--- config.mk ---
export PLATFORM = sky130hd
export DESIGN_NAME = pe_accumulator
export DESIGN_NICKNAME = d
export VERILOG_FILES = /design/src/rtl/pe_pkg.sv /design/src/rtl/lane_adder_tree.sv /design/src/rtl/pe_accumulator.sv
export SDC_FILE = /design/constraint.sdc
export NUM_CORES = 1
export LEC_CHECK = 0
export ABC_CLOCK_PERIOD_IN_PS = 4750
export CORE_ASPECT_RATIO = 1.2
export CORE_MARGIN = 3
export CORE_UTILIZATION = 40
export DETAILED_ROUTE_END_ITERATION = 12
export SLEW_MARGIN = 15
export SYNTH_ARGS = -nofsm -noshare
export SYNTH_HDL_FRONTEND = slang
export SYNTH_SLANG_ARGS = --single-unit
--- constraint.sdc ---
create_clock -name clk -period 4.75 [get_ports clk]
set_input_delay 1.1875 -clock clk [delete_from_list [all_inputs] [get_ports clk]]
set_output_delay 1.1875 -clock clk [all_outputs]
set_load 0.1 [all_outputs]
--- src/rtl/pe_pkg.sv ---
// Shared types and sizing helpers for the PE-row accumulator slice.
package pe_pkg;

  localparam int unsigned DEFAULT_DATA_WIDTH = 8;

  typedef enum logic [1:0] {
    IDLE    = 2'd0,
    ACCUM   = 2'd1,
    REQUANT = 2'd2,
    HOLD    = 2'd3
  } acc_state_t;

  // Width of one beat's cross-lane sum without loss.
  function automatic int unsigned lane_sum_width(input int unsigned data_width,
                                                 input int unsigned lanes);
    return data_width + 32'($clog2(lanes));
  endfunction

endpackage

--- src/rtl/lane_adder_tree.sv ---
// Combinational pairwise adder tree summing LANES unsigned PE products.
module lane_adder_tree
  import pe_pkg::*;
#(
  parameter int unsigned DATA_WIDTH = DEFAULT_DATA_WIDTH,
  parameter int unsigned LANES      = 4
) (
  input  logic [LANES*DATA_WIDTH-1:0]                   i_data,
  output logic [lane_sum_width(DATA_WIDTH, LANES)-1:0] o_sum_c
);

  localparam int unsigned SUM_W  = lane_sum_width(DATA_WIDTH, LANES);
  localparam int unsigned LEVELS = 32'($clog2(LANES));
  localparam int unsigned NODES  = 32'(1) << LEVELS;

  logic [SUM_W-1:0] w_node [NODES];

  // Leaves padded to a power of two; each level folds pairs into the lower half.
  always_comb begin
    for (int unsigned n = 0; n < NODES; n++) begin
      w_node[n] = (n < LANES) ? SUM_W'(i_data[n*DATA_WIDTH +: DATA_WIDTH]) : '0;
    end
    for (int unsigned w = NODES / 2; w > 0; w = w / 2) begin
      for (int unsigned i = 0; i < w; i++) begin
        w_node[i] = w_node[2*i] + w_node[2*i+1];
      end
    end
    o_sum_c = w_node[0];
  end

endmodule

--- src/rtl/pe_accumulator.sv ---
// Sums PE-row products across lanes and over a programmed beat count, then
// requantizes with a rounding right-shift and unsigned saturation.
module pe_accumulator
  import pe_pkg::*;
#(
  parameter int unsigned DATA_WIDTH = DEFAULT_DATA_WIDTH,
  parameter int unsigned LANES      = 4,
  parameter int unsigned ACC_WIDTH  = 24,
  parameter int unsigned LEN_WIDTH  = 16
) (
  input  logic                        clk,
  input  logic                        rst,
  input  logic                        i_start,
  input  logic [LEN_WIDTH-1:0]        i_len,
  input  logic [4:0]                  i_shift,
  input  logic                        i_in_valid,
  input  logic [LANES*DATA_WIDTH-1:0] i_in_data,
  output logic                        o_in_ready,
  output logic                        o_out_valid,
  input  logic                        i_out_ready,
  output logic [DATA_WIDTH-1:0]       o_out_data,
  output logic [ACC_WIDTH-1:0]        o_out_raw,
  output logic                        o_overflow,
  output logic                        o_busy
);

  localparam int unsigned SUM_W   = lane_sum_width(DATA_WIDTH, LANES);
  localparam int unsigned SHIFT_W = 5;
  localparam int unsigned RND_W   = ACC_WIDTH + 1;

  acc_state_t             r_state;
  acc_state_t             w_state_nxt;
  logic [LEN_WIDTH-1:0]   r_cnt;
  logic [SHIFT_W-1:0]     r_shift;
  logic [ACC_WIDTH-1:0]   r_acc;
  logic                   r_in_ready;
  logic                   r_out_valid;
  logic [DATA_WIDTH-1:0]  r_out_data;
  logic [ACC_WIDTH-1:0]   r_out_raw;
  logic                   r_overflow;
  logic                   r_busy;

  logic [SUM_W-1:0]       w_lane_sum;
  logic [RND_W-1:0]       w_acc_sum;
  logic                   w_acc_ovf;
  logic [ACC_WIDTH-1:0]   w_acc_nxt;
  logic                   w_start;
  logic                   w_beat;
  logic                   w_last_beat;
  logic                   w_out_fire;
  logic [RND_W-1:0]       w_bias;
  logic [RND_W-1:0]       w_rounded;
  logic [DATA_WIDTH-1:0]  w_requant;
  logic                   w_in_ready_nxt;
  logic                   w_out_valid_nxt;
  logic                   w_busy_nxt;

  lane_adder_tree #(
    .DATA_WIDTH (DATA_WIDTH),
    .LANES      (LANES)
  ) u_lane_adder_tree (
    .i_data  (i_in_data),
    .o_sum_c (w_lane_sum)
  );

  // r_in_ready mirrors state==ACCUM, so it doubles as the beat qualifier.
  assign w_start     = (r_state == IDLE) && i_start;
  assign w_beat      = r_in_ready && i_in_valid;
  assign w_last_beat = w_beat && (r_cnt == LEN_WIDTH'(1));
  assign w_out_fire  = r_out_valid && i_out_ready;

  // One spare MSB catches accumulator overflow so it can clamp to all-ones.
  assign w_acc_sum = {1'b0, r_acc} + RND_W'(w_lane_sum);
  assign w_acc_ovf = w_acc_sum[ACC_WIDTH];
  assign w_acc_nxt = w_acc_ovf ? '1 : w_acc_sum[ACC_WIDTH-1:0];

  // Round-half-up shift at ACC_WIDTH+1 bits, then clamp to DATA_WIDTH.
  assign w_bias    = (r_shift == '0) ? '0 : (RND_W'(1) << (r_shift - SHIFT_W'(1)));
  assign w_rounded = ({1'b0, r_acc} + w_bias) >> r_shift;
  assign w_requant = (|w_rounded[RND_W-1:DATA_WIDTH]) ? '1 : w_rounded[DATA_WIDTH-1:0];

  always_ff @(posedge clk or posedge rst) begin
    if (rst) begin
      r_state <= IDLE;
    end else begin
      r_state <= w_state_nxt;
    end
  end

  always_comb begin
    w_state_nxt = r_state;
    case (r_state)
      IDLE:    if (i_start) w_state_nxt = (i_len == '0) ? REQUANT : ACCUM;
      ACCUM:   if (w_last_beat) w_state_nxt = REQUANT;
      REQUANT: w_state_nxt = HOLD;
      HOLD:    if (w_out_fire) w_state_nxt = IDLE;
      default: w_state_nxt = IDLE;
    endcase
  end

  // Status outputs are decoded from the next state so they register in step with it.
  always_comb begin
    w_in_ready_nxt  = 1'b0;
    w_out_valid_nxt = 1'b0;
    w_busy_nxt      = 1'b0;
    case (w_state_nxt)
      ACCUM: begin
        w_in_ready_nxt = 1'b1;
        w_busy_nxt     = 1'b1;
      end
      REQUANT: w_busy_nxt = 1'b1;
      HOLD: begin
        w_out_valid_nxt = 1'b1;
        w_busy_nxt      = 1'b1;
      end
      default: ;
    endcase
  end

  always_ff @(posedge clk or posedge rst) begin
    if (rst) begin
      r_in_ready  <= 1'b0;
      r_out_valid <= 1'b0;
      r_busy      <= 1'b0;
      r_cnt       <= '0;
      r_shift     <= '0;
      r_acc       <= '0;
      r_overflow  <= 1'b0;
      r_out_data  <= '0;
      r_out_raw   <= '0;
    end else begin
      r_in_ready  <= w_in_ready_nxt;
      r_out_valid <= w_out_valid_nxt;
      r_busy      <= w_busy_nxt;
      if (w_start) begin
        r_cnt      <= i_len;
        r_shift    <= i_shift;
        r_acc      <= '0;
        r_overflow <= 1'b0;
      end else if (w_beat) begin
        r_cnt <= r_cnt - LEN_WIDTH'(1);
        r_acc <= w_acc_nxt;
        if (w_acc_ovf) r_overflow <= 1'b1;
      end
      if (r_state == REQUANT) begin
        r_out_data <= w_requant;
        r_out_raw  <= r_acc;
      end
    end
  end

  assign o_in_ready  = r_in_ready;
  assign o_out_valid = r_out_valid;
  assign o_out_data  = r_out_data;
  assign o_out_raw   = r_out_raw;
  assign o_overflow  = r_overflow;
  assign o_busy      = r_busy;

endmodule

==> out/results.tsv, run 1 <==
stage	metric	value	unit
sta	period utilisation layout	0.953	
synth	share of the synthesized area in the top cell type	0.253	
worst_setup_path	WP data arrival	4.77	ns
place	Place WS	-0.721	ns
power_and_ir_drop	Clock power frac	0.094	
detailed_routing	routed via count	8279	
sta	fmax	0.221	GHz
cells_and_area	layout cells sized above 1	0.234	
power_and_ir_drop	Logic pwr share	0.731	
sta	Setup-failing EPs final	0	
sta	worst hold margin	0.505	ns
synth	Syn Nets	1117	
worst_setup_path	Worst path max stage delay	0.51	ns
synth	Cell Area, Synth	8210	um^2
floorplan	Die W	137	um
synth	Synth Warn #	0	
detailed_routing	Vias/cell	5.71	
detailed_routing	Antenna Nets Post-Route	0	
synth	ys async rst share	1.00	
sta	Fin. Hold Viols	0	
synth	post-synthesis mux area share	0.0735	
clock_tree	CTS tree	yes	
clock_tree	CTS Sinks	83	
floorplan	Core Rows	56	
synth	top cells by count, synth	100 x nand2_1, 83 x dfrtp_1, 79 x nor2_1	
power_and_ir_drop	power density cells	628	nW/um^2
clock_tree	number of H-tree levels	3	
clock_tree	clock network latency to the later pin of the worst-skew pair	0.35	ns
synth	largest cells by area after synthesis	dfrtp_1 25%, ha_1 9.3%, xnor2_1 5.4%, o21ai_0 4.6%, nand2_1 4.6%	
synth	Top FF cell, synth	dfrtp_1	
synth	post-synthesis simple-gate area fraction	0.209	
grt	Overflow after GRT	0	
detailed_routing	DRT Wirelength	24.9	mm
worst_setup_path	Critical path buffers and inverters	3	
clock_tree	clock tree buffer depth	2	
sta	PnR worst setup slack	0.223	ns
grt	vias in the first global route	8230	
place	detailed placement HPWL	19.8	mm
sta	Rel. slew slack	0.326	
grt	largest net degree at the start of global routing	40	
place	global placement routability congestion	0.944	
worst_setup_path	Setup crit end kind	register	
detailed_routing	Pre-antenna DRT Iters	5	
clock_tree	Root Buffer	clkbuf_16	
synth	syn avg cell area	8.26	um^2
grt	antenna violations before repair	0	
synth	Synth area leader	dfrtp_1	
synth	Syn Inst Count	993	
synth	FF+latch count, synth	83	
detailed_routing	met2 WL	12.5	mm
synth	adder-cell share of the synthesized area	0.105	
detailed_routing	wire length on met3	944	um
floorplan	CORE AREA	19800	um^2
worst_hold_path	Worst Hold Class	reg2reg	
synth	register area share after synthesis	0.253	
worst_setup_path	CP top delay family	compound AO/OA/AOI/OAI gates	
place	Port Buf Inserts	93	
worst_setup_path	critical path launch point type	primary input	
synth	Post-synth EDFFs	0	
power_and_ir_drop	Peak supply drop	0.429	mV
floorplan	IO Pins	94	
worst_setup_path	crit-path cells	clkdlybuf4s50_1, ha_4, xor2_1, ha_1, a21o_1, a21oi_2, o21bai_1, a21oi_2, o21bai_1, a21oi_1, xnor2_1, ha_1, inv_1, o21bai_1, a21oi_2, nor3_4, buf_4, a41oi_1, a311oi_1	
power_and_ir_drop	switching power	3.42	mW
detailed_routing	highest routed metal layer	met4	
grt	GRT Resource Usage Total	0.223	
floorplan	Die ar.	22300	um^2
power_and_ir_drop	Sw Share	0.499	
cells_and_area	Area growth syn-to-layout	33.0	%
power_and_ir_drop	total power	6.85	mW
synth	Synth cell types	92	
synth	largest family of logic cells by synthesized area	compound AO/OA/AOI/OAI gates	
worst_setup_path	critical path class	in2reg	
grt	first-pass GRT wire length	40.1	mm
cells_and_area	Final nets	1308	
detailed_routing	wl on met1	10.5	mm
cells_and_area	Fill cells	1830	
detailed_routing	DR iter-0 viols	472	
sta	Tmin final	4.53	ns
detailed_routing	drt wl/cell	17.2	um
power_and_ir_drop	Pleak	4.67	nW
run	max cap viols	0	
detailed_routing	Remaining DRCs	0	
synth	dominant cell by count in the synthesized netlist	nand2_1	
sta	Worst Skew	0.00465	ns
cells_and_area	final design instance area without fill	10900	um^2
floorplan	initial core utilization	0.414	
sta	Tightest Pin Transition	1.01	ns
power_and_ir_drop	Internal Pwr Total	3.43	mW
clock_tree	Reg clk slew, reported paths	0.06	ns
run_status	status	complete, no violations	
worst_setup_path	crit-path max FO	4	
worst_setup_path	Worst Path Required	4.99	ns
worst_setup_path	Critical-path top delay cell	clkdlybuf4s50_1	
synth	Post-Synth XOR/XNOR Area	0.0736	
clock_tree	CTS buffer count	9	
floorplan	die height	163	um
place	placed inst area	10200	um^2
sta	fin. max-slew vios	0	
power_and_ir_drop	share of power burned in registers	0.175	
synth	post-synthesis compound-gate area fraction	0.243	
-- cell type report --
class                   instances  area (um^2)  area share
inverters                      32          121      0.0111
diodes                          1         2.50    0.000229
flip-flops and latches         83         2080       0.191
multi-input cells             829         6100       0.559
clock buffers                  11          233      0.0213
clock inverters                 4         27.5     0.00252
well taps                     261          327      0.0299
repair buffers                229         2030       0.186
-- power groups by stage --
stage	registers, mW	logic [mW]	clock network (mW)
3_3_place_gp	1.20	4.65	0
4_1_cts	1.20	4.81	0.652
5_1_grt	1.24	5.44	0.683
6_report	1.20	5.01	0.644
3_5_place_dp	1.21	4.69	0
2_1_floorplan	1.79	2.56	0
-- metal layers --
| layer | track usage | vias up |
|---|---|---|
| met2 | 0.391 | 234 |
| met3 | 0.0312 | 52 |
| met4 | 0.0967 | 0 |
| met5 | 0 | - |
| li1 | - | 4060 |
| met1 | 0.270 | 3933 |
-- placed cells by master, fill, tap and decap left out, drive strengths merged, types with 7 or more instances in the layout --
cell type,Yosys,routed
ha,61,61
clkbuf,22,13
nand2b,7,7
nor4,18,18
o211ai,12,12
mux2,28,28
or2,8,8
clkdlybuf4s50,0,85
and2,7,7
mux2i,22,22
a21o,15,15
nand3,23,23
a211oi,15,15
dlymetal6s2s,0,8
o21bai,16,16
buf,27,134
nor2b,11,11
o21ai,84,84
nor3,37,37
inv,31,31
a21oi,73,73
xor2,18,18
dfrtp,83,83
nand2,101,101
o22a,7,7
xnor2,51,51
or3,8,8
nor2,79,79
a22oi,7,7
nand4,17,17
a31oi,11,11
-- stage by stage --
step	utilization	instances	TNS (ns)
2_1_floorplan	-	993	0
3_5_place_dp	0.516	1426	-14.65
6_report	0.550	1450	0
5_1_grt	0.550	1449	-0.0625
3_3_place_gp	0.516	1426	-14.22
4_1_cts	0.536	1442	-0.0108
-- flip-flops by register name, summed over array words and instances, names as in the netlist --
signal and count:
o_in_ready 1, r_state 2, r_cnt 16, r_acc 24, o_overflow 1, o_out_data 8
r_shift 5, o_out_raw 24, o_out_valid 1, o_busy 1
-- cells by family (layout without fill, tap and decap cells) --
family          Yosys count  in the layout
xor+xnor                 69             69
flops                    83             83
compound gates          300            300
simple gates            341            341
buf+inv                  81            276
mux                      53             53
fa+ha+maj                66             66
other cells               0              1
-- worst paths after layout --
path / start / endpoint / slack [ns] / cells after the start
hold reg to reg: o_out_data[3] / o_out_data[3] / 0.51 / 1
max in group asynchronous: rst / r_shift[2] / 2.95 / 3
min in group asynchronous: rst / r_cnt[12] / 1.06 / 2
setup / recovery: i_in_data[18] / r_acc[20] / 0.22 / 19
hold / removal: o_out_data[3] / o_out_data[3] / 0.51 / 1
setup reg to reg: r_shift[0] / o_out_data[7] / 0.25 / 16
-- repair_timing --
| item | in CTS | in global routing |
|---|---|---|
| gates cloned | 0 | 2 |
| pin swaps | 14 | 25 |
| endpoints found under the setup margin | 25 | 33 |
| hold buffers | 0 | 0 |
| buffers inserted | 1 | 5 |
| gates resized for setup | 29 | 46 |
No activity file was read; power rests on OpenSTA's default activity.
==> run 2, diff against run 1 <==
--- a/config.mk
+++ b/config.mk
@@ -14,3 +14,4 @@
 export SYNTH_ARGS = -nofsm -noshare
 export SYNTH_HDL_FRONTEND = slang
 export SYNTH_SLANG_ARGS = --single-unit
+export TNS_END_PERCENT = 5
==> constraint.sdc (replaced) <==
create_clock -name clk -period 4.75 [get_ports clk]
set_input_delay 1.1875 -clock clk [delete_from_list [all_inputs] [get_ports clk]]
set_output_delay 1.1875 -clock clk [all_outputs]
set_load 0.02 [all_outputs]
==> run 2 against run 1 <==
  * Combinational power down 8.4%
  * Clock-buffer cell count down 2
  * Routed wire length rose by 0.30%
  * Clock skew grew 0.0024 ns
  * Flip-flop and latch count stayed put
==> out/results.tsv, run 2 (synthesis gave the netlist of run 1 again) <==
stage	metric	value	unit	change
run_status	status	complete, no violations		unchanged
grt	GRT Resource Usage Total	0.226		was 0.223
power_and_ir_drop	total power	6.57	mW	was 6.85 mW
place	placed inst area	10200	um^2	about the same
sta	period utilisation layout	0.972		was 0.953
place	global placement routability congestion	0.925		was 0.944
worst_setup_path	Critical-path top delay cell	fa_2		was clkdlybuf4s50_1
detailed_routing	Pre-antenna DRT Iters	5		unchanged
worst_setup_path	Worst path max stage delay	0.41	ns	was 0.51 ns
cells_and_area	number of antenna diodes	0		was 1
run	max cap viols	0		unchanged
worst_hold_path	hold path startpoint	o_out_valid		was o_out_data[3]
sta	Setup-failing EPs final	0		unchanged
worst_setup_path	critical path class	in2reg		unchanged
clock_tree	Reg clk slew, reported paths	0.06	ns	about the same
floorplan	IO Pins	94		unchanged
cells_and_area	commonest non-fill, non-tap cell in the layout	buf_4		unchanged
detailed_routing	Remaining DRCs	0		unchanged
worst_setup_path	crit-path cells	clkbuf_2, ha_4, fa_2, xor2_1, ha_1, buf_6, xor2_1, ha_1, a21o_1, a21oi_2, o21bai_1, a21oi_2, o21bai_1, a21oi_2, o21bai_1, a21oi_2, nor3_2, buf_4, nand3_4, buf_2, o21ai_0		was clkdlybuf4s50_1, ha_4, xor2_1, ha_1, a21o_1, a21oi_2, o21bai_1, a21oi_2, o21bai_1, a21oi_1, xnor2_1, ha_1, inv_1, o21bai_1, a21oi_2, nor3_4, buf_4, a41oi_1, a311oi_1
cells_and_area	Fill cells	1810		was 1,830
grt	vias in the first global route	8224		was 8,230
cells_and_area	Final nets	1314		was 1,308
detailed_routing	DR iter-0 viols	463		was 472
worst_setup_path	Worst Path Required	4.97	ns	was 4.99 ns
floorplan	initial core utilization	0.414		unchanged
clock_tree	Hold-fix buffers, CTS	0		unchanged
place	detailed placement HPWL	19.6	mm	was 19.8 mm
clock_tree	clock network latency to the later pin of the worst-skew pair	0.35	ns	about the same
worst_setup_path	crit-path max FO	5		was 4
detailed_routing	Antenna Nets Post-Route	0		unchanged
sta	Tmin final	4.62	ns	was 4.53 ns
cells_and_area	fin cells	1456		was 1,450
floorplan	Die W	137	um	unchanged
floorplan	CORE AREA	19800	um^2	unchanged
clock_tree	CTS tree	yes		unchanged
worst_setup_path	flop-to-flop setup slack	0.28	ns	was 0.25 ns
clock_tree	number of H-tree levels	3		unchanged
worst_setup_path	WP data arrival	4.84	ns	was 4.77 ns
cells_and_area	Area growth syn-to-layout	34.2	%	was 33.0%
grt	antenna violations before repair	0		unchanged
worst_hold_path	hold path cells	1		unchanged
cells_and_area	register area	2080	um^2	about the same
clock_tree	CTS Sinks	83		unchanged
cells_and_area	most frequent cells in the layout	135 x buf_4, 100 x nand2_1, 81 x clkdlybuf4s50_1		was 131 x buf_4, 100 x nand2_1, 85 x clkdlybuf4s50_1
cells_and_area	layout cells sized above 1	0.246		was 0.234
floorplan	die height	163	um	unchanged
sta	Fin. Hold Viols	0		unchanged
worst_setup_path	critical path launch point type	primary input		unchanged
sta	Rel. slew slack	0.371		was 0.326
detailed_routing	DRT Wirelength	25.0	mm	was 24.9 mm
sta	Tightest Pin Transition	0.942	ns	was 1.01 ns
grt	first-pass GRT wire length	40.4	mm	was 40.1 mm
sta	fin. max-slew vios	0		unchanged
worst_hold_path	Hold EP	o_out_valid		was o_out_data[3]
clock_tree	Root Buffer	clkbuf_16		unchanged
sta	worst hold margin	0.500	ns	was 0.505 ns
power_and_ir_drop	power density cells	596	nW/um^2	was 628 nW/um^2
worst_setup_path	Crit Reg-Reg Endpoint	o_out_data[4]		was o_out_data[7]
detailed_routing	drt wl/cell	17.2	um	about the same
sta	Worst Skew	0.00704	ns	was 0.00465 ns
worst_setup_path	Reg2Reg Launch Point	r_shift[1]		was r_shift[0]
detailed_routing	routed via count	8306		was 8,279
detailed_routing	Vias/cell	5.70		was 5.71
worst_hold_path	Worst Hold Class	reg2reg		unchanged
power_and_ir_drop	Pleak	4.71	nW	was 4.67 nW
floorplan	Die ar.	22300	um^2	unchanged
floorplan	Core Rows	56		unchanged
worst_setup_path	path depth of the worst reg2reg path	16		unchanged
sta	fmax	0.217	GHz	was 0.221 GHz
power_and_ir_drop	Peak supply drop	0.260	mV	was 0.429 mV
grt	Overflow after GRT	0		unchanged
cells_and_area	multi-input logic area	6130	um^2	was 6100 um^2
worst_setup_path	Most common cell on crit path	a21oi_2		
clock_tree	CTS buffer count	9		unchanged
clock_tree	clock tree buffer depth	2		unchanged
worst_setup_path	Setup crit end kind	register		unchanged
cells_and_area	final design instance area without fill	11000	um^2	was 10,900 um^2
place	dpl cells	1421		was 1,426
place	Port Buf Inserts	93		unchanged
grt	largest net degree at the start of global routing	55		was 40
==> run 2: cell types whose count changed in the layout (fill, tap and decap cells not counted), moves of 3 or more <==
cell / change
buf_6: +6
nor4_2: -6
buf_4: +4
clkdlybuf4s50_1: -4
nor4_1: +3
nor4_4: +3
==> run 2: critical path, delay by kind of cell <==
kind / cells / cell delay, ns
compound gates: 9 / 1.36
xor+xnor: 2 / 0.28
fa+ha+maj: 4 / 1.22
buf+inv: 4 / 0.57
simple gates: 2 / 0.21
==> run 2: how the worst max path moves through the flow <==
stage	from	end	slack, ns	cells after the start
final	i_in_data[0]	r_acc[15]	0.13	21
after global routing	i_in_data[24]	r_acc[18]	-0.08	22
after CTS	i_in_data[1]	r_acc[20]	0.02	20
after detailed placement	i_in_data[0]	r_acc[22]	-0.73	19
after global placement	i_in_data[0]	r_acc[16]	-0.65	18
after floorplan	i_in_data[0]	r_acc[10]	-0.04	16
==> run 2: area by class of cell <==
| class | instances | area share |
|---|---|---|
| Multi-Input combinational cell | 829 | 0.557 |
| Sequential cell | 83 | 0.189 |
| Timing Repair Buffer | 235 | 0.184 |
| Tap cell | 261 | 0.0296 |
| Clock buffer | 9 | 0.0204 |
| Inverter | 32 | 0.0110 |
| Clock inverter | 7 | 0.00897 |
==> run 2: metrics by stage <==
| step | setup TNS, ns | utilization | setup slack [ns] |
|---|---|---|---|
| finish | 0 | 0.556 | 0.131 |
| global route | -0.750 | 0.556 | -0.0780 |
| CTS | 0 | 0.544 | 0.0240 |
| detailed placement | -16.58 | 0.513 | -0.725 |
| global placement | -14.58 | 0.513 | -0.649 |
| floorplan | -0.355 | - | -0.0355 |
==> run 2: power breakdown <==
group	total, mW	switching [mW]	internal [mW]	leakage, nW
logic	4.59	2.36	2.23	3.50
clock network	0.771	0.306	0.465	0.162
registers	1.21	0.258	0.950	1.05
==> run 2: timing repair <==
item                                   4_1_cts  5_1_grt
endpoints found under the hold margin        0        0
buffers inserted                            12        7
gates cloned                                 0        2
setup endpoints to repair                   25       33
pin swaps                                   41       47
gates resized for setup                     54       51
==> run 2: per-layer routing <==
layer,part of all wire,GRT usage,vias up,wire [um]
met4,0.037,0.0912,0,924
met5,0,0,-,0
met2,0.51,0.401,224,12800
met1,0.41,0.272,3953,10200
li1,-,-,4072,-
met3,0.044,0.0331,57,1100
==> run 3, diff against run 2 <==
--- a/config.mk
+++ b/config.mk
@@ -10,6 +10,7 @@
 export CORE_MARGIN = 3
 export CORE_UTILIZATION = 40
 export DETAILED_ROUTE_END_ITERATION = 12
+export PLACE_DENSITY_LB_ADDON = 0.15
 export SLEW_MARGIN = 15
 export SYNTH_ARGS = -nofsm -noshare
 export SYNTH_HDL_FRONTEND = slang
==> run 3 against run 2 <==
  * Core utilization grew 0.47 points
  * Register-to-register slack about the same
  * Combinational power fell by 3%
  * Worst hold slack lost 0.015 ns
  * Via count is 0.35% higher
  * Clock skew fell by 0.0019 ns
  * Clock power is 0.5% higher
  * Critical path type unchanged
  * Sequential power about the same
  * Worst setup slack improved by 0.085 ns
  * Power shrank 2.0%
==> out/results.tsv, run 3 (synthesis gave the netlist of run 1 again) <==
stage	metric	value	unit	change
grt	largest net degree at the start of global routing	66		was 55
sta	Fin. Hold Viols	0		unchanged
sta	period utilisation layout	0.954		was 0.972
sta	Tightest Pin Transition	0.817	ns	was 0.942 ns
power_and_ir_drop	switching power	2.89	mW	was 2.92 mW
worst_setup_path	critical path launch point type	primary input		unchanged
grt	antenna violations before repair	0		unchanged
worst_setup_path	crit-path max FO	6		was 5
detailed_routing	Antenna Nets Post-Route	0		unchanged
detailed_routing	drt wl/cell	17.1	um	was 17.2 um
floorplan	IO Pins	94		unchanged
cells_and_area	commonest non-fill, non-tap cell in the layout	buf_4		unchanged
grt	GRT Resource Usage Total	0.227		was 0.226
sta	Rel. slew slack	0.455		was 0.371
clock_tree	CTS buffer count	9		unchanged
clock_tree	Hold-fix buffers, CTS	0		unchanged
cells_and_area	Final nets	1323		was 1,314
sta	fin. max-slew vios	0		unchanged
sta	Setup-failing EPs final	0		unchanged
sta	PnR worst setup slack	0.216	ns	was 0.131 ns
power_and_ir_drop	Pleak	4.80	nW	was 4.71 nW
place	detailed placement HPWL	19.7	mm	was 19.6 mm
worst_setup_path	WP data arrival	4.73	ns	was 4.84 ns
worst_setup_path	critical path class	in2reg		unchanged
floorplan	initial core utilization	0.414		unchanged
cells_and_area	post-layout util	0.560		was 0.556
clock_tree	Reg clk slew, reported paths	0.06	ns	about the same
cells_and_area	fin cells	1465		was 1,456
detailed_routing	Vias/cell	5.69		was 5.70
run	max cap viols	0		unchanged
cells_and_area	Area growth syn-to-layout	35.4	%	was 34.2%
place	placed inst area	10300	um^2	was 10,200 um^2
floorplan	Die W	137	um	unchanged
worst_setup_path	Worst Path Required	4.95	ns	was 4.97 ns
place	Port Buf Inserts	93		unchanged
clock_tree	CTS Sinks	83		unchanged
power_and_ir_drop	power density cells	579	nW/um^2	was 596 nW/um^2
detailed_routing	Remaining DRCs	0		unchanged
sta	fmax	0.221	GHz	was 0.217 GHz
power_and_ir_drop	Sw Share	0.449		was 0.445
floorplan	Core Rows	56		unchanged
cells_and_area	Fill cells	1823		was 1,810
sta	TNS Setup	0	ns	unchanged
floorplan	Die ar.	22300	um^2	unchanged
worst_setup_path	Setup crit end kind	register		unchanged
run_status	status	complete, no violations		unchanged
worst_setup_path	crit-path cells	clkbuf_2, ha_2, fa_2, xor2_1, ha_1, buf_4, xor2_1, ha_1, a21o_1, a21oi_4, o21bai_4, a21oi_2, o21bai_1, a21oi_2, o21bai_1, a21oi_2, nor3_2, buf_4, nand3_2, buf_4, o21ai_0		was clkbuf_2, ha_4, fa_2, xor2_1, ha_1, buf_6, xor2_1, ha_1, a21o_1, a21oi_2, o21bai_1, a21oi_2, o21bai_1, a21oi_2, o21bai_1, a21oi_2, nor3_2, buf_4, nand3_4, buf_2, o21ai_0
clock_tree	clock tree buffer depth	2		unchanged
sta	worst hold margin	0.485	ns	was 0.500 ns
place	global placement routability congestion	0.931		was 0.925
detailed_routing	DR iter-0 viols	485		was 463
power_and_ir_drop	Clock power frac	0.120		was 0.117
clock_tree	CTS tree	yes		unchanged
power_and_ir_drop	Peak supply drop	0.252	mV	was 0.260 mV
sta	Tmin final	4.53	ns	was 4.62 ns
cells_and_area	number of antenna diodes	0		unchanged
grt	vias in the first global route	8057		was 8,224
cells_and_area	final design instance area without fill	11100	um^2	was 11,000 um^2
cells_and_area	most frequent cells in the layout	148 x buf_4, 100 x nand2_1, 82 x dfrtp_1		was 135 x buf_4, 100 x nand2_1, 81 x clkdlybuf4s50_1
grt	Overflow after GRT	0		unchanged
worst_hold_path	Worst Hold Class	reg2reg		unchanged
place	dpl cells	1442		was 1,421
worst_setup_path	Critical-path top delay cell	fa_2		unchanged
power_and_ir_drop	Logic pwr share	0.694		was 0.698
cells_and_area	layout cells sized above 1	0.252		was 0.246
clock_tree	Root Buffer	clkbuf_16		unchanged
floorplan	die height	163	um	unchanged
worst_setup_path	flop-to-flop setup slack	0.27	ns	was 0.28 ns
power_and_ir_drop	Internal Pwr Total	3.55	mW	was 3.64 mW
power_and_ir_drop	total power	6.44	mW	was 6.57 mW
clock_tree	clock network latency to the later pin of the worst-skew pair	0.35	ns	about the same
place	Place WS	-0.672	ns	was -0.725 ns
floorplan	CORE AREA	19800	um^2	unchanged
detailed_routing	routed via count	8335		was 8,306
worst_setup_path	Worst path max stage delay	0.36	ns	was 0.41 ns
detailed_routing	Pre-antenna DRT Iters	5		unchanged
sta	Worst Skew	0.00513	ns	was 0.00704 ns
clock_tree	number of H-tree levels	3		unchanged
grt	first-pass GRT wire length	40.4	mm	about the same
detailed_routing	DRT Wirelength	25.0	mm	about the same
power_and_ir_drop	share of power burned in registers	0.186		was 0.184
[run 3: cell count changes in the layout (fill, tap and decap cells not counted), moves of 3 or more]
cell             delta
clkdlybuf4s50_1     -3
nor4_1              -3
buf_4              +13
o21ai_0             +4
o21ai_2             -3
nor4_2              +3
buf_6               -4
[run 3: worst paths after layout]
path                                    from  cells after the start             to
worst max register to register    r_shift[2]                     14  o_out_data[4]
min in group asynchronous                rst                      2      r_cnt[11]
max in group asynchronous                rst                      3     r_shift[1]
worst max-delay path            i_in_data[0]                     21      r_acc[16]
worst min-delay path              o_overflow                      2     o_overflow
worst min register to register    o_overflow                      2     o_overflow
[run 3: layout make-up]
cell class / instances / area [um^2] / share of cell area
clock inverters: 6 / 96.3 / 0.00867
repair buffers: 244 / 2100 / 0.189
well taps: 261 / 327 / 0.0294
inverters: 32 / 121 / 0.0109
flip-flops and latches: 83 / 2080 / 0.187
clock buffers: 10 / 229 / 0.0206
multi-input cells: 829 / 6160 / 0.555
[run 3: critical path: cells and delay by family]
kind,cells,cell delay (ns)
AOI/OAI and AO/OA,9,1.29
and+or+nand+nor,2,0.18
adders and majority gates,4,1.22
buffers and inverters,4,0.55
xor gates and xnor gates,2,0.31
[run 3: layer usage]
layer,up-vias,share of wire,global-route usage
li1,4107,-,-
met1,3971,0.42,0.280
met2,207,0.50,0.386
met3,50,0.048,0.0396
met4,0,0.037,0.0967
met5,-,0,0
[run 3: what timing repair did]
action	CTS	global route
pin swaps	42	38
endpoints found under the hold margin	0	0
resized for setup	46	55
setup buffers	2	5
setup endpoints to repair	25	33
[run 3: power groups by stage]
| stage | combinational [mW] | clock [mW] | sequential, mW |
|---|---|---|---|
| 3_5_place_dp | 4.18 | 0 | 1.20 |
| 4_1_cts | 4.35 | 0.793 | 1.19 |
| 3_3_place_gp | 4.14 | 0 | 1.20 |
| 2_1_floorplan | 2.56 | 0 | 1.24 |
| 5_1_grt | 4.89 | 0.821 | 1.24 |
| 6_report | 4.47 | 0.775 | 1.20 |
==> patch 1, RTL diff (config.mk and constraints of run 2) <==
Register the output `o_overflow` once more, cleared by the reset; this adds one clock of latency there. The other outputs are not delayed to match.
--- a/src/rtl/pe_accumulator.sv
+++ b/src/rtl/pe_accumulator.sv
@@ -153,7 +153,13 @@
   assign o_out_valid = r_out_valid;
   assign o_out_data  = r_out_data;
   assign o_out_raw   = r_out_raw;
-  assign o_overflow  = r_overflow;
+  always_ff @(posedge clk or posedge rst) begin
+    if (rst) begin
+      o_overflow <= '0;
+    end else begin
+      o_overflow <= r_overflow;
+    end
+  end
   assign o_busy      = r_busy;
 
 endmodule
Check against the original RTL: no difference found for any inputs over 4 cycles, from zero or initial values and one cycle with rst high; that may be too few to reach the edited logic, so the function may still have changed.
==> patch 1 against run 2 <==
First-iteration DRC count up 15%; global-route usage hardly changed; power decreased by 3.8%; utilization down 1.7 points; design area is 2.8% lower; routed wire length rose by 0.43%; worst setup slack gained 0.045 ns; critical path depth shrank 5; synthesized area is 0.30% higher; clock skew up 0.0048 ns; sequential cell count grew 1; largest power group unchanged.
==> patch 1: results (changes against run 2) <==
| Metric | Value |
|---|---|
| Largest net degree at the start of global routing | `38 (was 55)` |
| CP max FO | `7 (was 5)` |
| Hold path endpoint | `o_overflow$_DFF_PP0_ (was o_out_valid$_DFF_PP0_)` |
| Vias/cell | `5.812 (was 5.705)` |
| Top cells by area, synth | `dfrtp_1 26%, ha_1 9.3%, xnor2_1 5.4% (was dfrtp_1 25%, ha_1 9.3%, xnor2_1 5.4%)` |
| GP Congestion | `0.9367 (was 0.9253)` |
| Comb pwr share | `68.8% (was 69.8%)` |
| Placed cell count | `1390 (was 1421)` |
| Routed WL per cell | `17.75 um (was 17.18 um)` |
| Critical-path top delay cell | `o41ai_2 (was fa_2)` |
| List of most frequent post-synthesis cells | `100 x nand2_1, 84 x dfrtp_1, 79 x nor2_1, 76 x o21ai_0, 71 x a21oi_1 (was 100 x nand2_1, 83 x dfrtp_1, 79 x nor2_1, 76 x o21ai_0, 71 x a21oi_1)` |
| Post-synthesis adder-cell area fraction | `10.49% (was 10.52%)` |
| Worst rel slew slack | `52.76% (was 37.14%)` |
| All-Layer GR Usage | `22.64% (was 22.62%)` |
| WP data arrival | `4.81 ns (was 4.84 ns)` |
| Status | `finished, final reports clean (unchanged)` |
| P_leak | `4.533 nW (was 4.711 nW)` |
| Mean Syn Cell Area | `8.281 um2 (was 8.264 um2)` |
| HPWL Detailed | `19410 um (was 19570 um)` |
| Sequential share of the synthesized area | `25.54% (was 25.31%)` |
| Mux share of post-synthesis cell area | `7.326% (was 7.349%)` |
| Hold_sp | `r_overflow$_DFFE_PP0P_ (was o_out_valid$_DFF_PP0_)` |
| Net Switching | `2.894 mW (was 2.923 mW)` |
| Post-layout net count | `1273 (was 1314)` |
| Reg2reg setup slack | `0.18 ns (was 0.28 ns)` |
| Complex-gate fraction of the synthesized area | `24.21% (was 24.29%)` |
| Clock Skew | `0.01189 ns (was 0.007042 ns)` |
| Hold path depth | `0 (was 1)` |
| Pre-CTS setup slack | `-0.6569 ns (was -0.7251 ns)` |
| CP max stage delay | `0.49 ns (was 0.41 ns)` |
| Iteration-0 DRC Markers | `533 (was 463)` |
| First-pass GRT wire length | `40380 um (was 40370 um)` |
| Worst hold margin | `0.3842 ns (was 0.5001 ns)` |
-- patch 1: metal layers --
metal | vias up | routed length [um] | global-route usage, %
li1 | 4004 | - | -
met5 | - | 0 | 0
met4 | 0 | 696 | 8.212
met2 | 224 | 12790 | 39.31
met1 | 3952 | 10480 | 28.08
met3 | 44 | 1152 | 3.789
-- patch 1: what timing repair did --
| action | CTS | global route |
|---|---|---|
| pin swaps | 38 | 37 |
| setup endpoints to repair | 25 | 33 |
| gates resized for setup | 35 | 54 |
| setup buffers | 6 | 4 |
-- patch 1: cell type report --
class | instances | area (um2) | share of cell area [%]
flip-flops and latches | 84 | 2102 | 19.63
clock inverters | 6 | 96.34 | 0.8998
multi-input cells | 829 | 6126 | 57.22
inverters | 32 | 121.4 | 1.134
repair buffers | 193 | 1705 | 15.93
clock buffers | 10 | 229.0 | 2.139
well taps | 261 | 326.6 | 3.050
-- patch 1: worst max-delay path by stage --
stage                           startpoint  slack, ns  cells after the start                        end
floorplan                     i_in_data[0]      -0.04                     16      r_acc[10]$_DFFE_PP0P_
global placement              i_in_data[0]      -0.62                     19      r_acc[18]$_DFFE_PP0P_
detailed placement            i_in_data[0]      -0.66                     19      r_acc[20]$_DFFE_PP0P_
CTS                          i_in_data[24]      -0.03                     17      r_acc[23]$_DFFE_PP0P_
global route                 i_in_data[19]      -0.08                     21      r_acc[18]$_DFFE_PP0P_
finish              r_shift[1]$_DFFE_PP0P_       0.18                     16  o_out_data[6]$_DFFE_PP0P_
-- patch 1: stage by stage --
stage | setup TNS [ns] | area (um2)
floorplan | -0.3545 | 8237
global placement | -12.71 | 9962
detailed placement | -13.56 | 9962
CTS | -0.1095 | 10480
global route | -0.2198 | 10710
finish | 0 | 10710
==> patch 2, RTL diff (flow settings as in run 2) <==
Made on the original files. Set the parameter `ACC_WIDTH` to 32 (it was 24).
--- a/src/rtl/pe_accumulator.sv
+++ b/src/rtl/pe_accumulator.sv
@@ -5,7 +5,7 @@
 #(
   parameter int unsigned DATA_WIDTH = DEFAULT_DATA_WIDTH,
   parameter int unsigned LANES      = 4,
-  parameter int unsigned ACC_WIDTH  = 24,
+  parameter int unsigned ACC_WIDTH  = 32,
   parameter int unsigned LEN_WIDTH  = 16
 ) (
   input  logic                        clk,
Ports: changed (resized o_out_raw); port bits go from 94 to 102. The function was not compared with the original's and may differ.
==> patch 2 against run 2 <==
Sequential cell count increased by 16; global-route usage rose by 1.9 points; clock skew is 0.0032 ns higher; worst setup slack got worse by 0.27 ns; design area rose by 31%; hold slack worse by 0.022 ns; critical path type is now register to register; power shrank 35%; the flow now finishes with violations (negative setup slack); routed wire length up 31%; synthesized area increased by 19%.
==> patch 2: results (changes against run 2) <==
| Metric | Value |
|---|---|
| Critical-path top delay cell | `or4b_4 (was fa_2)` |
| Multi-input gates | `1069 (was 829)` |
| Later-pin clock latency in the skew report | `0.37 ns (was 0.35 ns)` |
| Reg2reg setup slack | `-0.13 ns (was 0.28 ns)` |
| Syn_nets | `1416 (was 1117)` |
| Largest net degree at the start of global routing | `77 (was 55)` |
| Vias/cell | `5.531 (was 5.705)` |
| Plain + repair buffers | `401 (was 235)` |
| Post-layout net count | `1756 (was 1314)` |
| Layout clock area frac | `2.123% (was 2.942%)` |
| Clock Skew | `0.01028 ns (was 0.007042 ns)` |
| Crit. End Element | `register (unchanged)` |
| Yosys cell types | `79 (was 92)` |
| All-Layer GR Usage | `24.50% (was 22.62%)` |
| Final cell count without fillers | `1949 (was 1456)` |
| Top cells by area, synth | `dfrtp_1 25%, ha_1 8.8%, nand2_1 8.2% (was dfrtp_1 25%, ha_1 9.3%, xnor2_1 5.4%)` |
| P_leak | `6.379 nW (was 4.711 nW)` |
| CP max FO | `8 (was 5)` |
| Hold_sp | `o_out_raw[26]$_DFFE_PP0P_ (was o_out_valid$_DFF_PP0_)` |
| N_taps | `320 (was 261)` |
| IR drop worst, VDD | `0.2065 mV (was 0.2599 mV)` |
| Register area | `0.002481 mm2 (was 0.002081 mm2)` |
| Startpoint Class | `register (was input port)` |
| HPWL Detailed | `25010 um (was 19570 um)` |
| Layout cells sized above 1 | `29.22% (was 24.60%)` |
| Iteration-0 DRC Markers | `543 (was 463)` |
| Routed WL per cell | `16.81 um (was 17.18 um)` |
| Sequential share of the synthesized area | `25.34% (was 25.31%)` |
| Worst hold margin | `0.4781 ns (was 0.5001 ns)` |
| IO Port Bufs | `101 (was 93)` |
| PnR worst setup slack | `-0.1338 ns (was 0.1313 ns)` |
| First-pass GRT wire length | `52630 um (was 40370 um)` |
| Status | `complete, but fails checks (was finished, final reports clean)` |
| Pre-CTS setup slack | `-0.9898 ns (was -0.7251 ns)` |
| Vias in the first global route | `10590 (was 8224)` |
| Post-layout util | `59.98% (was 55.55%)` |
| Initial DRT Pass Iterations | `6 (was 5)` |
| Final non-clock buffer share | `23.64% (was 18.42%)` |
| Final setup vio count | `8 (was 0)` |
| Actual slew at the worst max-slew pin | `1.057 ns (was 0.9419 ns)` |
| Hold path depth | `2 (was 1)` |
| Non-clk invs | `44 (was 32)` |
| Mean Syn Cell Area | `7.613 um2 (was 8.264 um2)` |
| Hold path endpoint | `o_out_raw[26]$_DFFE_PP0P_ (was o_out_valid$_DFF_PP0_)` |
| Failing checks | `negative setup slack` |
| Seq Cell Count | `99 (was 83)` |
| Multi-input gate area | `0.007602 mm2 (was 0.006133 mm2)` |
| TNS Setup | `-0.9987 ns (was 0 ns)` |
| GP Congestion | `0.9288 (was 0.9253)` |
| CP max stage delay | `0.51 ns (was 0.41 ns)` |
==> patch 2: timing repair <==
| item | 4_1_cts | 5_1_grt |
|---|---|---|
| cloned | 1 | 1 |
| gates resized for setup | 122 | 89 |
| buffers inserted | 22 | 22 |
| pin swaps | 66 | 53 |
| endpoints found under the setup margin | 41 | 41 |
| hold buffers | 0 | 0 |
==> patch 2: cell families after synthesis <==
family	share of synthesized area, %
xor gates and xnor gates	7.168
other	0.03836
AOI/OAI and AO/OA	24.59
DFF	25.34
adders and majority gates	9.855
muxes	5.004
and+or+nand+nor	23.29
buffers and inverters	4.710
==> patch 2: layer usage <==
metal / global-route usage [%] / part of all wire [%] / up-vias
met5: 0 / 0 / -
met4: 7.547 / 2.9 / 0
met3: 2.536 / 4.5 / 55
met2: 45.59 / 52 / 283
met1: 29.53 / 41 / 5128
li1: - / - / 5313
==> patch 2: power breakdown <==
group          leakage [nW]  switching [mW]  internal [mW]
sequential             1.27           0.110          0.961
clock                 0.146           0.411          0.379
combinational          4.97            1.16           1.22
